File: src/rtl/pc_pkg.sv
// Shared definitions for the program-counter unit: next-PC source encodings,
// default reset/exception vectors and the target alignment helper.
package pc_pkg;

    // Next-PC source select
    typedef enum logic [1:0] {
        SEL_INC    = 2'd0,
        SEL_BRANCH = 2'd1,
        SEL_JUMP   = 2'd2,
        SEL_JR     = 2'd3
    } pc_sel_e;

    localparam logic [31:0] DEF_RESET_VEC = 32'h0000_0000;
    localparam logic [31:0] DEF_EXC_VEC   = 32'h0000_0180;

    // Widest alignment field the helper accepts; callers zero-extend into it.
    localparam int ALIGN_MAX = 8;

    // A target is aligned when all of its low alignment bits are zero.
    function automatic logic is_aligned(input logic [ALIGN_MAX-1:0] low_bits);
        return (low_bits == '0);
    endfunction

endpackage

File: src/rtl/pc_target.sv
// Next-PC target computation and misalignment check.
// Latency: purely combinational from pc and the current select/operand inputs.
// Backpressure: none; the caller decides whether the target is used.
module pc_target
    import pc_pkg::*;
#(
    parameter int WIDTH      = 32,
    parameter int INC        = 4,
    parameter int ALIGN_BITS = 2,
    parameter int JIDX_W     = 26
) (
    input  logic [WIDTH-1:0]  pc,
    input  logic [1:0]        sel,
    input  logic [WIDTH-1:0]  br_off,
    input  logic [JIDX_W-1:0] j_index,
    input  logic [WIDTH-1:0]  jr_addr,
    output logic [WIDTH-1:0]  pc_inc,
    output logic [WIDTH-1:0]  target,
    output logic              misaligned
);

    logic [ALIGN_MAX-1:0] low_ext;

    // Sequential address; wraps silently modulo 2^WIDTH.
    assign pc_inc = pc + WIDTH'(INC);

    // Select the redirect target and flag it when its low bits are non-zero.
    // Only BRANCH and JR can produce a misaligned target; JUMP zero-fills the
    // low bits and INC is never treated as a redirect.
    always_comb begin
        target  = pc_inc;
        low_ext = '0;
        case (pc_sel_e'(sel))
            SEL_INC:    target = pc_inc;
            SEL_BRANCH: target = pc_inc + br_off;
            SEL_JUMP:   target = {pc_inc[WIDTH-1:JIDX_W+ALIGN_BITS], j_index,
                                  {ALIGN_BITS{1'b0}}};
            SEL_JR:     target = jr_addr;
        endcase
        low_ext[ALIGN_BITS-1:0] = target[ALIGN_BITS-1:0];
        misaligned = ((pc_sel_e'(sel) == SEL_BRANCH) || (pc_sel_e'(sel) == SEL_JR))
                     && !is_aligned(low_ext);
    end

endmodule

File: src/rtl/pc_ctrl.sv
// Program counter with internal next-PC mux, redirect latch, EPC save/restore.
// Latency: one cycle; a request sampled at edge N is visible on pc_out after N.
// Backpressure: pc_we=0 holds the PC; redirects arriving then are latched (last wins).
module pc_ctrl
    import pc_pkg::*;
#(
    parameter int               WIDTH      = 32,
    parameter logic [WIDTH-1:0] RESET_VEC  = WIDTH'(DEF_RESET_VEC),
    parameter logic [WIDTH-1:0] EXC_VEC    = WIDTH'(DEF_EXC_VEC),
    parameter int               INC        = 4,
    parameter int               ALIGN_BITS = 2,
    parameter int               JIDX_W     = 26
) (
    input  logic              clk,
    input  logic              reset,
    input  logic              pc_we,
    input  logic [1:0]        sel,
    input  logic [WIDTH-1:0]  br_off,
    input  logic [JIDX_W-1:0] j_index,
    input  logic [WIDTH-1:0]  jr_addr,
    input  logic              exc_req,
    input  logic              eret,
    output logic [WIDTH-1:0]  pc_out,
    output logic [WIDTH-1:0]  pc_inc,
    output logic [WIDTH-1:0]  epc_out,
    output logic              pend_valid,
    output logic              addr_err,
    output logic [WIDTH-1:0]  bad_addr
);

    logic [WIDTH-1:0] pc_q, pc_d;
    logic [WIDTH-1:0] epc_q, epc_d;
    logic [WIDTH-1:0] pend_tgt_q, pend_tgt_d;
    logic             pend_valid_q, pend_valid_d;
    logic             addr_err_q, addr_err_d;
    logic [WIDTH-1:0] bad_addr_q, bad_addr_d;

    logic [WIDTH-1:0] target;
    logic             misaligned;
    logic             redirect;

    pc_target #(
        .WIDTH      (WIDTH),
        .INC        (INC),
        .ALIGN_BITS (ALIGN_BITS),
        .JIDX_W     (JIDX_W)
    ) u_target (
        .pc         (pc_q),
        .sel        (sel),
        .br_off     (br_off),
        .j_index    (j_index),
        .jr_addr    (jr_addr),
        .pc_inc     (pc_inc),
        .target     (target),
        .misaligned (misaligned)
    );

    assign redirect = (pc_sel_e'(sel) != SEL_INC);

    // Priority resolution: exception, eret, rejected target, applied redirect,
    // sequential/pending step, latched redirect, hold.
    always_comb begin
        pc_d         = pc_q;
        epc_d        = epc_q;
        pend_tgt_d   = pend_tgt_q;
        pend_valid_d = pend_valid_q;
        addr_err_d   = 1'b0;
        bad_addr_d   = bad_addr_q;

        if (exc_req) begin
            epc_d        = pc_q;
            pc_d         = EXC_VEC;
            pend_valid_d = 1'b0;
        end else if (eret) begin
            pc_d         = epc_q;
            pend_valid_d = 1'b0;
        end else if (redirect && misaligned) begin
            // Rejected regardless of pc_we; PC and pending state are untouched.
            addr_err_d = 1'b1;
            bad_addr_d = target;
        end else if (pc_we && redirect) begin
            pc_d         = target;
            pend_valid_d = 1'b0;
        end else if (pc_we) begin
            if (pend_valid_q) begin
                pc_d         = pend_tgt_q;
                pend_valid_d = 1'b0;
            end else begin
                pc_d = pc_inc;
            end
        end else if (redirect) begin
            pend_tgt_d   = target;
            pend_valid_d = 1'b1;
        end
    end

    // State registers with asynchronous reset; reset discards any pending redirect.
    always_ff @(posedge clk or posedge reset) begin
        if (reset) begin
            pc_q         <= RESET_VEC;
            epc_q        <= '0;
            pend_tgt_q   <= '0;
            pend_valid_q <= 1'b0;
            addr_err_q   <= 1'b0;
            bad_addr_q   <= '0;
        end else begin
            pc_q         <= pc_d;
            epc_q        <= epc_d;
            pend_tgt_q   <= pend_tgt_d;
            pend_valid_q <= pend_valid_d;
            addr_err_q   <= addr_err_d;
            bad_addr_q   <= bad_addr_d;
        end
    end

    assign pc_out     = pc_q;
    assign epc_out    = epc_q;
    assign pend_valid = pend_valid_q;
    assign addr_err   = addr_err_q;
    assign bad_addr   = bad_addr_q;

endmodule

File: config.mk
export PLATFORM = sky130hd
export DESIGN_NAME = pc_ctrl
export DESIGN_NICKNAME = d
export VERILOG_FILES = /design/src/rtl/pc_pkg.sv /design/src/rtl/pc_target.sv /design/src/rtl/pc_ctrl.sv
export SDC_FILE = /design/constraint.sdc
export NUM_CORES = 1
export LEC_CHECK = 0
export ABC_AREA = 1
export BUFFER_PORTS_ARGS = -buffer_cell sky130_fd_sc_hd__buf_2
export CAP_MARGIN = 20
export CELL_PAD_IN_SITES_DETAIL_PLACEMENT = 1
export CELL_PAD_IN_SITES_GLOBAL_PLACEMENT = 1
export CORE_MARGIN = 8
export CORE_UTILIZATION = 35
export CTS_CLUSTER_SIZE = 10
export DETAILED_ROUTE_END_ITERATION = 6
export GPL_TIMING_DRIVEN = 1
export HOLD_SLACK_MARGIN = 0.1
export MAX_ROUTING_LAYER = met4
export PLACE_DENSITY_LB_ADDON = 0.08
export SYNTH_ARGS = -nofsm -noshare
export SYNTH_HDL_FRONTEND = slang
export SYNTH_SLANG_ARGS = --single-unit
File: constraint.sdc
create_clock -name clk -period 4.8 [get_ports clk]
set_input_delay 0.48 -clock clk [delete_from_list [all_inputs] [get_ports clk]]
set_output_delay 0.48 -clock clk [all_outputs]
set_load 0.005 [all_outputs]
### After elaboration in Yosys (flattened, before gate mapping)

Cells that the tools add are included.

* bitwise gates (word level): 5
* order comparisons: 0
* add/sub/neg operators: 2
* equal/unequal tests: 4
* muxes and demuxes: 16
* shift operators: 0
* multipliers: 0
* reductions and logical operators: 14
* div/mod/pow operators: 0

Operators by type and width (number)
* 2-to-1 mux 32 bit: 6
* case mux 32 bit (4 select lines): 1
* adder 32 x 3 -> 32 bit, second input constant: 1
* adder 32 bit: 1
* 2-to-1 mux 1 bit: 9
* AND reduction 6 bit: 1
* NOT 1 bit: 5
* nonzero test 5 bit: 1
* == test 2 bit, second input constant: 2
* zero test 2 bit: 2
* AND reduction 2 bit: 2
* nonzero test 4 bit: 1
* logical AND 1 bit: 3
* != test 3 bit, second input constant: 1
* AND reduction 3 bit: 1
* == test 2 x 1 -> 1 bit, second input constant: 1
* nonzero test 2 bit: 1
* zero test 1 bit: 1
* logical OR 1 bit: 1

* word-level logic and storage cells: 47
* output and inout port bits: 130
* bits in latches: 0
* ROM bits: 0
* bits in writable memories: 0
* bits of input ports: 97
* memories kept: 0
* register bits after elaboration: 130

### Longest topological paths before layout

Gate-level depths: netlist of run 1.

* depth after elaboration: 10
* depth in mapped cells: 27
* gate-level depth less buffers: 27

### Modules after synthesis

Synthesis of run 1 repeated with hierarchy kept, for this count alone.

* cell total of the unflattened synthesis: 1613
* area total of the unflattened synthesis: 10197.3 sq um

By module, submodules not included
* pc_ctrl: cells each 806, area each 6139.6 sq um, seq. area each 3253.1 sq um, instances 1
* pc_target: cells each 807, area each 4057.6 sq um, seq. area each 0.0 sq um, instances 1

### Worst setup path before layout of run 1

Ideal clock, no wire load.

* path type: reg2reg
* start: reg pc_q[2] (netlist: pc_out[2])
* end: reg bad_addr_q[26] (netlist: bad_addr[26])
* path buffers: 0
* arrival: 2.957 ns
* path slack: 1.761 ns
* clock period less this slack: 3.039 ns
* library setup time: 0.083 ns
* required time: 4.717 ns
* stages on the path, launching flop included: 24
* path through: dfrtp_1 -> ha_1 -> nand3_1 -> inv_1 -> nand2_1 -> nor2_1 -> inv_1 -> nor3_1 -> xor2_1 -> inv_1 -> ha_1 -> nand2_1 -> inv_1 -> nand2_1 -> nand2_1 -> a21oi_1 -> nor2_1 -> nor2_1 -> nand2_1 -> nand2_1 -> nand3_1 -> nand2_1 -> o21ai_0 -> o21ai_0

* longest elaborated chain between the ends: 3

Ends and longest elaborated chain
* start: declaration: RTL line pc_ctrl.sv:31 `logic [WIDTH-1:0] pc_q, pc_d;`
* start signal: assignment: RTL line pc_ctrl.sv:107 `pc_q <= pc_d;`
* adder 32 x 3 -> 32 bit: RTL line pc_target.sv:25 `assign pc_inc = pc + WIDTH'(INC);`
* net pc_inc[16]: RTL line pc_ctrl.sv:24 `output logic [WIDTH-1:0] pc_inc,`
* adder 32 bit: RTL line pc_target.sv:35 `SEL_BRANCH: target = pc_inc + br_off;`
* case mux 32 bit (4 select lines): RTL line pc_target.sv:33 `case (pc_sel_e'(sel))`
* end signal: assignment: RTL line pc_ctrl.sv:112 `bad_addr_q <= bad_addr_d;`
* end: declaration: RTL line pc_ctrl.sv:36 `logic [WIDTH-1:0] bad_addr_q, bad_addr_d;`

The timed path passes the listed nets, and every way through them passes these cells.
A chain may end at the register's enable or synchronous reset.

### Final worst setup path of run 1

* start: reg pc_q[3] (netlist: pc_out[3])
* end: reg pc_q[22] (netlist: pc_out[22])

* longest elaborated chain between the ends: 7
* elaborated cells between the ends (all ways): 9
* those cells by class: 2 x add/sub; 7 x mux

Ends and longest elaborated chain
* adder 32 x 3 -> 32 bit (*): RTL line pc_target.sv:25
* adder 32 bit / 2-to-1 mux 32 bit (equally long branches): RTL line pc_target.sv:35, pc_ctrl.sv:85
* case mux 32 bit (4 select lines) / 2-to-1 mux 32 bit (equally long branches): RTL line pc_target.sv:33, pc_ctrl.sv:84
* 2-to-1 mux 32 bit (*): RTL line pc_ctrl.sv:81 `end else if (pc_we && redirect) begin`
* 2-to-1 mux 32 bit (*): RTL line pc_ctrl.sv:77 `end else if (redirect && misaligned) begin`
* 2-to-1 mux 32 bit (*): RTL line pc_ctrl.sv:74 `end else if (eret) begin`
* 2-to-1 mux 32 bit (*): RTL line pc_ctrl.sv:70 `if (exc_req) begin`

Mark *: on every way between the ends. The rest lies on a longest branch, timed or not. The select of a mux whose other input is x is not followed.

==> impl_metrics.py, run 1 <==
metrics = {
    "outcome": {
        "status": "finished, final reports clean",
    },
    "critical_path": {
        "reg2reg_from": "pc_out[3]$_DFFE_PP0P_",
        "crit_chain": "ha_1 -> nand3_1 -> inv_1 -> nand2_1 -> nor2_1 -> inv_1 -> nor3_1 -> xor2_1 -> inv_1 -> ha_1 -> nand2_1 -> nor4_1 -> buf_4 -> nand2_1 -> nand2_1 -> nand2_1 -> nand3_1 -> nand3_1 -> nand2_1 -> nand2_1 -> nand2_1 -> nand2_1",
        "path_buf_inv": 4,
        "cp_max_fo": 5,
        "critical_path_class": "flop to flop",
        "crit_path_end_kind": "flop",
        "worst_path_max_delay_cell": "dfrtp_1",
        "r2r_cells": 22,
        "critPathLaunchType": "flop",
        "arrival_ns": 4.57,
        "timing.critical_path.mode_cell": "nand2_1",
        "cpPeakStageDelay_ns": 0.44,
        "required_ns": 5.12,
        "regToRegEndpoint": "pc_out[22]$_DFFE_PP0P_",
        "regToRegSetupSlack_ns": 0.55,
        "critical-path-top-delay-family": "simple AND/OR/NAND/NOR gates",
    },
    "power_and_ir_drop": {
        "p_clk_frac": 0.332,
        "irDropWorstVdd_uv": 237,
        "seqPwrFrac": 0.344,
        "p_sw_uw": 1650,
        "swShare": 0.387,
        "combPwrFrac": 0.324,
        "p_leak_uw": 0.00669,
        "p_per_area_mw_per_mm2": 360,
        "p_int_uw": 2610,
    },
    "routing": {
        "route.detailed.drc": 0,
        "ant_nets": 0,
        "drtPass1Iterations": 5,
        "routed_wirelength_um": 44700,
        "drt_iter0_markers": 667,
        "viasPerCell": 5.12,
        "via_count": 11000,
        "routedWlPerCell_um": 20.8,
    },
    "synth": {
        "yosysMostFrequentCell": "nand2_1",
        "synth_cell_types": 39,
        "synth_top_area_frac": 0.336,
        "syn_area_mm2": 0.00969,
        "avgSynthCellArea_um2": 6.26,
        "synth_largest_area_cell": "dfrtp_1",
        "netlist_top_cells_count": "nand2_1, inv_1, o21ai_0, dfrtp_1, nor2_1",
        "synthFlopType": "dfrtp_1",
        "synth_seq_cells": 130,
        "async_flop_share": 1.00,
        "synth_edf_count": 0,
        "synthTopCellsByArea": "dfrtp_1, nand2_1, inv_1",
        "synth.yosys.seq_area_share": 0.336,
        "synth_nets": 1684,
        "yosys_warnings": 0,
        "synthCells": 1548,
    },
    "timing": {
        "slew_viol_final": 0,
        "setup_tns_ns": 0,
        "worstMarginPinSlew_ns": 0.963,
        "relSlewSlack": 0.358,
        "rsz0062_at_grt": "no",
        "hold_violations": 0,
        "finalCritPeriodShare": 0.886,
        "fmax_ghz": 0.235,
        "setup-violations-final": 0,
        "fin_crit_ns": 4.25,
        "skew_ns": 0.0101,
    },
    "global_routing": {
        "overflow": 0,
        "grtUsageMet3": 0.0461,
        "grtUsageMet1": 0.380,
        "grt_max_degree": 87,
        "antenna_found_initial": 1,
        "grt_use_total": 0.276,
        "grt_pass1_wl_um": 68100,
        "busiest_layer": "met2",
        "use_met2": 0.405,
        "first_global_vias": 11300,
    },
    "final_layout": {
        "final.fill_count": 3771,
        "final_nets": 1891,
        "areaGrowthSynthToFinish_pct": 22.0,
        "layout-drive-gt1-share": 0.164,
        "final_area_mm2": 0.0118,
        "postLayoutCoreUtil": 0.429,
    },
    "clock_tree": {
        "cts_buffers": 17,
        "clock-root-buffer": "clkbuf_16",
        "clk_path_buf_depth": 2,
        "ctsResizeCount": 0,
        "cts_hold_buffers": 0,
        "cts_setup_buffers": 0,
        "htree_levels": 4,
        "cts.sinks": 130,
        "clk_pin_slew_worst_paths_ns": 0.06,
        "insertion_delay_ns": 0.43,
        "tritoncts": "built",
    },
    "place": {
        "globalplace.congestion": 0.903,
        "dpl.hpwl_um": 35600,
        "place_area_mm2": 0.0112,
        "port-buffer-count": 226,
    },
    "floorplan": {
        "die_area_mm2": 0.0333,
        "rows": 61,
        "core_mm2": 0.0276,
        "die_w_um": 182,
        "die_h_um": 182,
        "start_util": 0.352,
        "io_pins": 227,
    },
    "hold_path": {
        "min_path_type": "primary input to asynchronous set/reset pin",
    },
    "job": {
        "maxCapViolCount": 0,
    },
}
per-layer routing:
layer | share of wire | wire length [um]
met5 | 0 | 0
met4 | 0.029 | 1290
met3 | 0.046 | 2070
met2 | 0.44 | 19500
met1 | 0.49 | 21900
through the flow:
step           hold slack, ns  worst slack (ns)  power, uW  instances
2_1_floorplan           0.448             0.851       2210       1548
3_3_place_gp            0.459             0.752       2820       2114
3_5_place_dp            0.461             0.699       2860       2114
4_1_cts                 0.252             0.594       4290       2146
5_1_grt                 0.286             0.211       4510       2147
6_report                0.217             0.548       4250       2147
power groups by stage:
stage	Sequential, uW	Combinational [uW]	Clock, uW
floorplan	1450	759	0
global placement	1470	1350	0
detailed placement	1480	1370	0
CTS	1460	1380	1440
global route	1490	1540	1470
finish	1460	1380	1410
how the worst max path moves through the flow:
stage,slack [ns],cells after the start,to,start
floorplan,0.85,1,addr_err$_DFF_PP0_,reset
global placement,0.75,22,pc_out[22]$_DFFE_PP0P_,pc_out[3]$_DFFE_PP0P_
detailed placement,0.70,22,pc_out[22]$_DFFE_PP0P_,pc_out[3]$_DFFE_PP0P_
CTS,0.59,22,pc_out[22]$_DFFE_PP0P_,pc_out[3]$_DFFE_PP0P_
global route,0.21,23,pend_tgt_q[26]$_DFFE_PP0P_,pc_out[3]$_DFFE_PP0P_
finish,0.55,22,pc_out[22]$_DFFE_PP0P_,pc_out[3]$_DFFE_PP0P_
sequential cells by signal, indices dropped and copies added (netlist names):
name,count
addr_err,1
bad_addr,32
epc_out,32
pc_out,32
pend_tgt_q,32
pend_valid,1
layout by cell type, fill, tap and decap left out, types with 4 or more instances in the layout:
cell / count
o21ai_1: 11
nor2_1: 122
buf_4: 18
clkbuf_16: 17
ha_1: 38
nand2_1: 607
inv_1: 192
inv_2: 4
o21ai_0: 138
a21oi_1: 73
a221oi_1: 9
dfrtp_1: 130
xor2_1: 18
o21bai_1: 5
a31oi_1: 5
buf_2: 226
nor3_1: 7
nand3_1: 79
inv_6: 6
nand4_1: 9
nand3b_1: 12
cell type report:
class,count,area (um^2),share of cell area
clock buffer,18,439,0.0372
clock inverter,14,176,0.0149
antenna,1,2.50,0.000212
sequential,130,3250,0.275
timing repair buffer,244,1270,0.107
tap,378,473,0.0400
multi-input combinational,1165,5460,0.462
inverter,197,744,0.0630
cells by family after synthesis:
family          synth area share
compound gates             0.145
xor+xnor                  0.0172
fa+ha+maj                 0.0512
buf+inv                    0.100
flops                      0.336
simple gates               0.351
No activity file was read; power rests on OpenSTA's default activity.
==> run 2: changes to the inputs <==
--- a/config.mk
+++ b/config.mk
@@ -10,6 +10,7 @@
 export CAP_MARGIN = 20
 export CELL_PAD_IN_SITES_DETAIL_PLACEMENT = 1
 export CELL_PAD_IN_SITES_GLOBAL_PLACEMENT = 1
+export CORE_ASPECT_RATIO = 1.2
 export CORE_MARGIN = 8
 export CORE_UTILIZATION = 35
 export CTS_CLUSTER_SIZE = 10
==> run 2 against run 1 <==
Net effect: non-clock buffer count grew 2; die area is essentially flat; critical endpoint unchanged; clock-buffer cell count is the same; combinational power is essentially flat; largest power group unchanged; highest routed layer unchanged; sequential power is essentially flat; core utilization grew 0.32 points.
==> impl_metrics.py, run 2 (synthesis results as in run 1) <==
metrics = {
    "outcome": {
        "status": "finished, final reports clean",
    },
    "final_layout": {
        "areaGrowthSynthToFinish_pct": 21.2,
        "final_cell_mix": "nand2_1, buf_2, inv_1, o21ai_0, dfrtp_1",
        "multiInputGateArea_mm2": 0.00546,
        "final_common_cell": "nand2_1",
        "finalNonFillerCells": 2111,
        "final_nets": 1893,
        "final.fill_count": 3705,
        "layout-drive-gt1-share": 0.164,
        "final_area_mm2": 0.0117,
        "regArea_mm2": 0.00325,
    },
    "routing": {
        "route.detailed.drc": 0,
        "ant_nets": 0,
        "routedWlPerCell_um": 20.5,
        "routed_wirelength_um": 43300,
        "via_count": 10900,
        "drtPass1Iterations": 5,
        "drt_iter0_markers": 531,
        "viasPerCell": 5.18,
    },
    "clock_tree": {
        "clk_path_buf_depth": 2,
        "clock-root-buffer": "clkbuf_16",
        "cts_hold_buffers": 0,
        "cts_buffers": 17,
        "insertion_delay_ns": 0.42,
        "clk_pin_slew_worst_paths_ns": 0.06,
        "ctsResizeCount": 0,
        "tritoncts": "built",
        "cts_setup_buffers": 0,
        "cts.sinks": 130,
        "htree_levels": 4,
    },
    "critical_path": {
        "crit_path_end_kind": "flop",
        "path_buf_inv": 4,
        "crit_start": "pc_out[3]$_DFFE_PP0P_",
        "critical-path-top-delay-family": "simple AND/OR/NAND/NOR gates",
        "regToRegSetupSlack_ns": 0.55,
        "reg2reg_from": "pc_out[3]$_DFFE_PP0P_",
        "cp_max_fo": 5,
        "regToRegEndpoint": "pc_out[22]$_DFFE_PP0P_",
        "cpPeakStageDelay_ns": 0.50,
        "arrival_ns": 4.56,
        "r2r_cells": 22,
        "worst-path-stages": 22,
        "critPathLaunchType": "flop",
        "required_ns": 5.11,
        "crit_chain": "ha_1 -> nand3_1 -> inv_1 -> nand2_1 -> nor2_1 -> inv_1 -> nor3_1 -> xor2_1 -> inv_1 -> ha_1 -> nand2_1 -> nor4_1 -> buf_4 -> nand2_1 -> nand2_1 -> nand2_1 -> nand3_1 -> nand3_1 -> nand2_1 -> nand2_1 -> nand2_1 -> nand2_1",
        "worst_path_max_delay_cell": "nor4_1",
        "critical_path_class": "flop to flop",
        "timing.critical_path.mode_cell": "nand2_1",
    },
    "timing": {
        "relSlewSlack": 0.407,
        "setup-violations-final": 0,
        "worstMarginPinSlew_ns": 0.889,
        "setup_tns_ns": 0,
        "slew_viol_final": 0,
        "fin_crit_ns": 4.25,
        "fmax_ghz": 0.235,
        "skew_ns": 0.00668,
        "hold_violations": 0,
        "finalCritPeriodShare": 0.886,
        "fin_ws_ns": 0.549,
        "rsz0062_at_grt": "no",
    },
    "floorplan": {
        "die_w_um": 168,
        "die_area_mm2": 0.0333,
        "rows": 66,
        "io_pins": 227,
        "core_mm2": 0.0272,
        "die_h_um": 198,
        "start_util": 0.356,
    },
    "place": {
        "placedCellCount": 2078,
        "dpl.hpwl_um": 34900,
        "globalplace.congestion": 0.904,
        "place_area_mm2": 0.0112,
        "port-buffer-count": 226,
        "dpl_worst_slack_ns": 0.573,
    },
    "global_routing": {
        "first_global_vias": 11200,
        "grt_use_total": 0.267,
        "grt_max_degree": 69,
        "antenna_found_initial": 1,
        "overflow": 0,
        "grt_pass1_wl_um": 66500,
    },
    "power_and_ir_drop": {
        "p_total_uw": 4100,
        "irDropWorstVdd_uv": 226,
        "p_leak_uw": 0.00668,
        "p_per_area_mw_per_mm2": 349,
    },
    "job": {
        "maxCapViolCount": 0,
    },
    "hold_path": {
        "min_path_type": "primary input to asynchronous set/reset pin",
    },
}
[run 2: cell count changes in the layout (fill, tap and decap cells not counted), sizes merged]
cell	change
buf	+2
inv	-5
clkinvlp	-1
clkinv	+7
bufinv	-1
[run 2: final cells by class]
cell class	count	area share
clock buffers	18	0.0366
clock inverters	14	0.0120
inverters	197	0.0634
diodes	1	0.000213
well taps	340	0.0362
flip-flops and latches	130	0.277
multi-input cells	1165	0.465
repair buffers	246	0.109
[run 2: per-layer routing]
metal,part of all wire,routed length [um],vias to the layer above,track usage
met5,0,0,-,-
met4,0.025,1070,0,0.0798
met3,0.043,1870,43,0.0373
met2,0.45,19700,248,0.415
met1,0.48,20700,5334,0.357
li1,-,-,5316,-
[run 2: metrics by stage]
| step | hold slack [ns] | util |
|---|---|---|
| global route | 0.213 | 0.432 |
| floorplan | 0.448 | - |
| finish | 0.164 | 0.432 |
| detailed placement | 0.467 | 0.411 |
| global placement | 0.462 | 0.411 |
| CTS | 0.181 | 0.432 |
[run 2: worst max-delay path by stage]
stage / to / slack, ns
floorplan: addr_err$_DFF_PP0_ / 0.85
global placement: pc_out[22]$_DFFE_PP0P_ / 0.63
detailed placement: pc_out[22]$_DFFE_PP0P_ / 0.57
CTS: pc_out[22]$_DFFE_PP0P_ / 0.55
global route: pc_out[22]$_DFFE_PP0P_ / 0.22
finish: pc_out[22]$_DFFE_PP0P_ / 0.55
[run 2: power breakdown]
part	switching, uW	internal (uW)	leakage (uW)
clock	513	762	0.000283
sequential	171	1300	0.00165
combinational	883	469	0.00475
total	1570	2530	0.00668
[run 2: worst reg2reg max path: cells and delay by family, from the launching register on]
kind / cells / cell delay (ns)
XOR/XNOR: 1 / 0.34
adder cells (fa/ha/maj): 2 / 0.62
buffers and inverters: 4 / 0.53
flip-flops: 1 / 0.43
AND/OR/NAND/NOR: 15 / 2.22
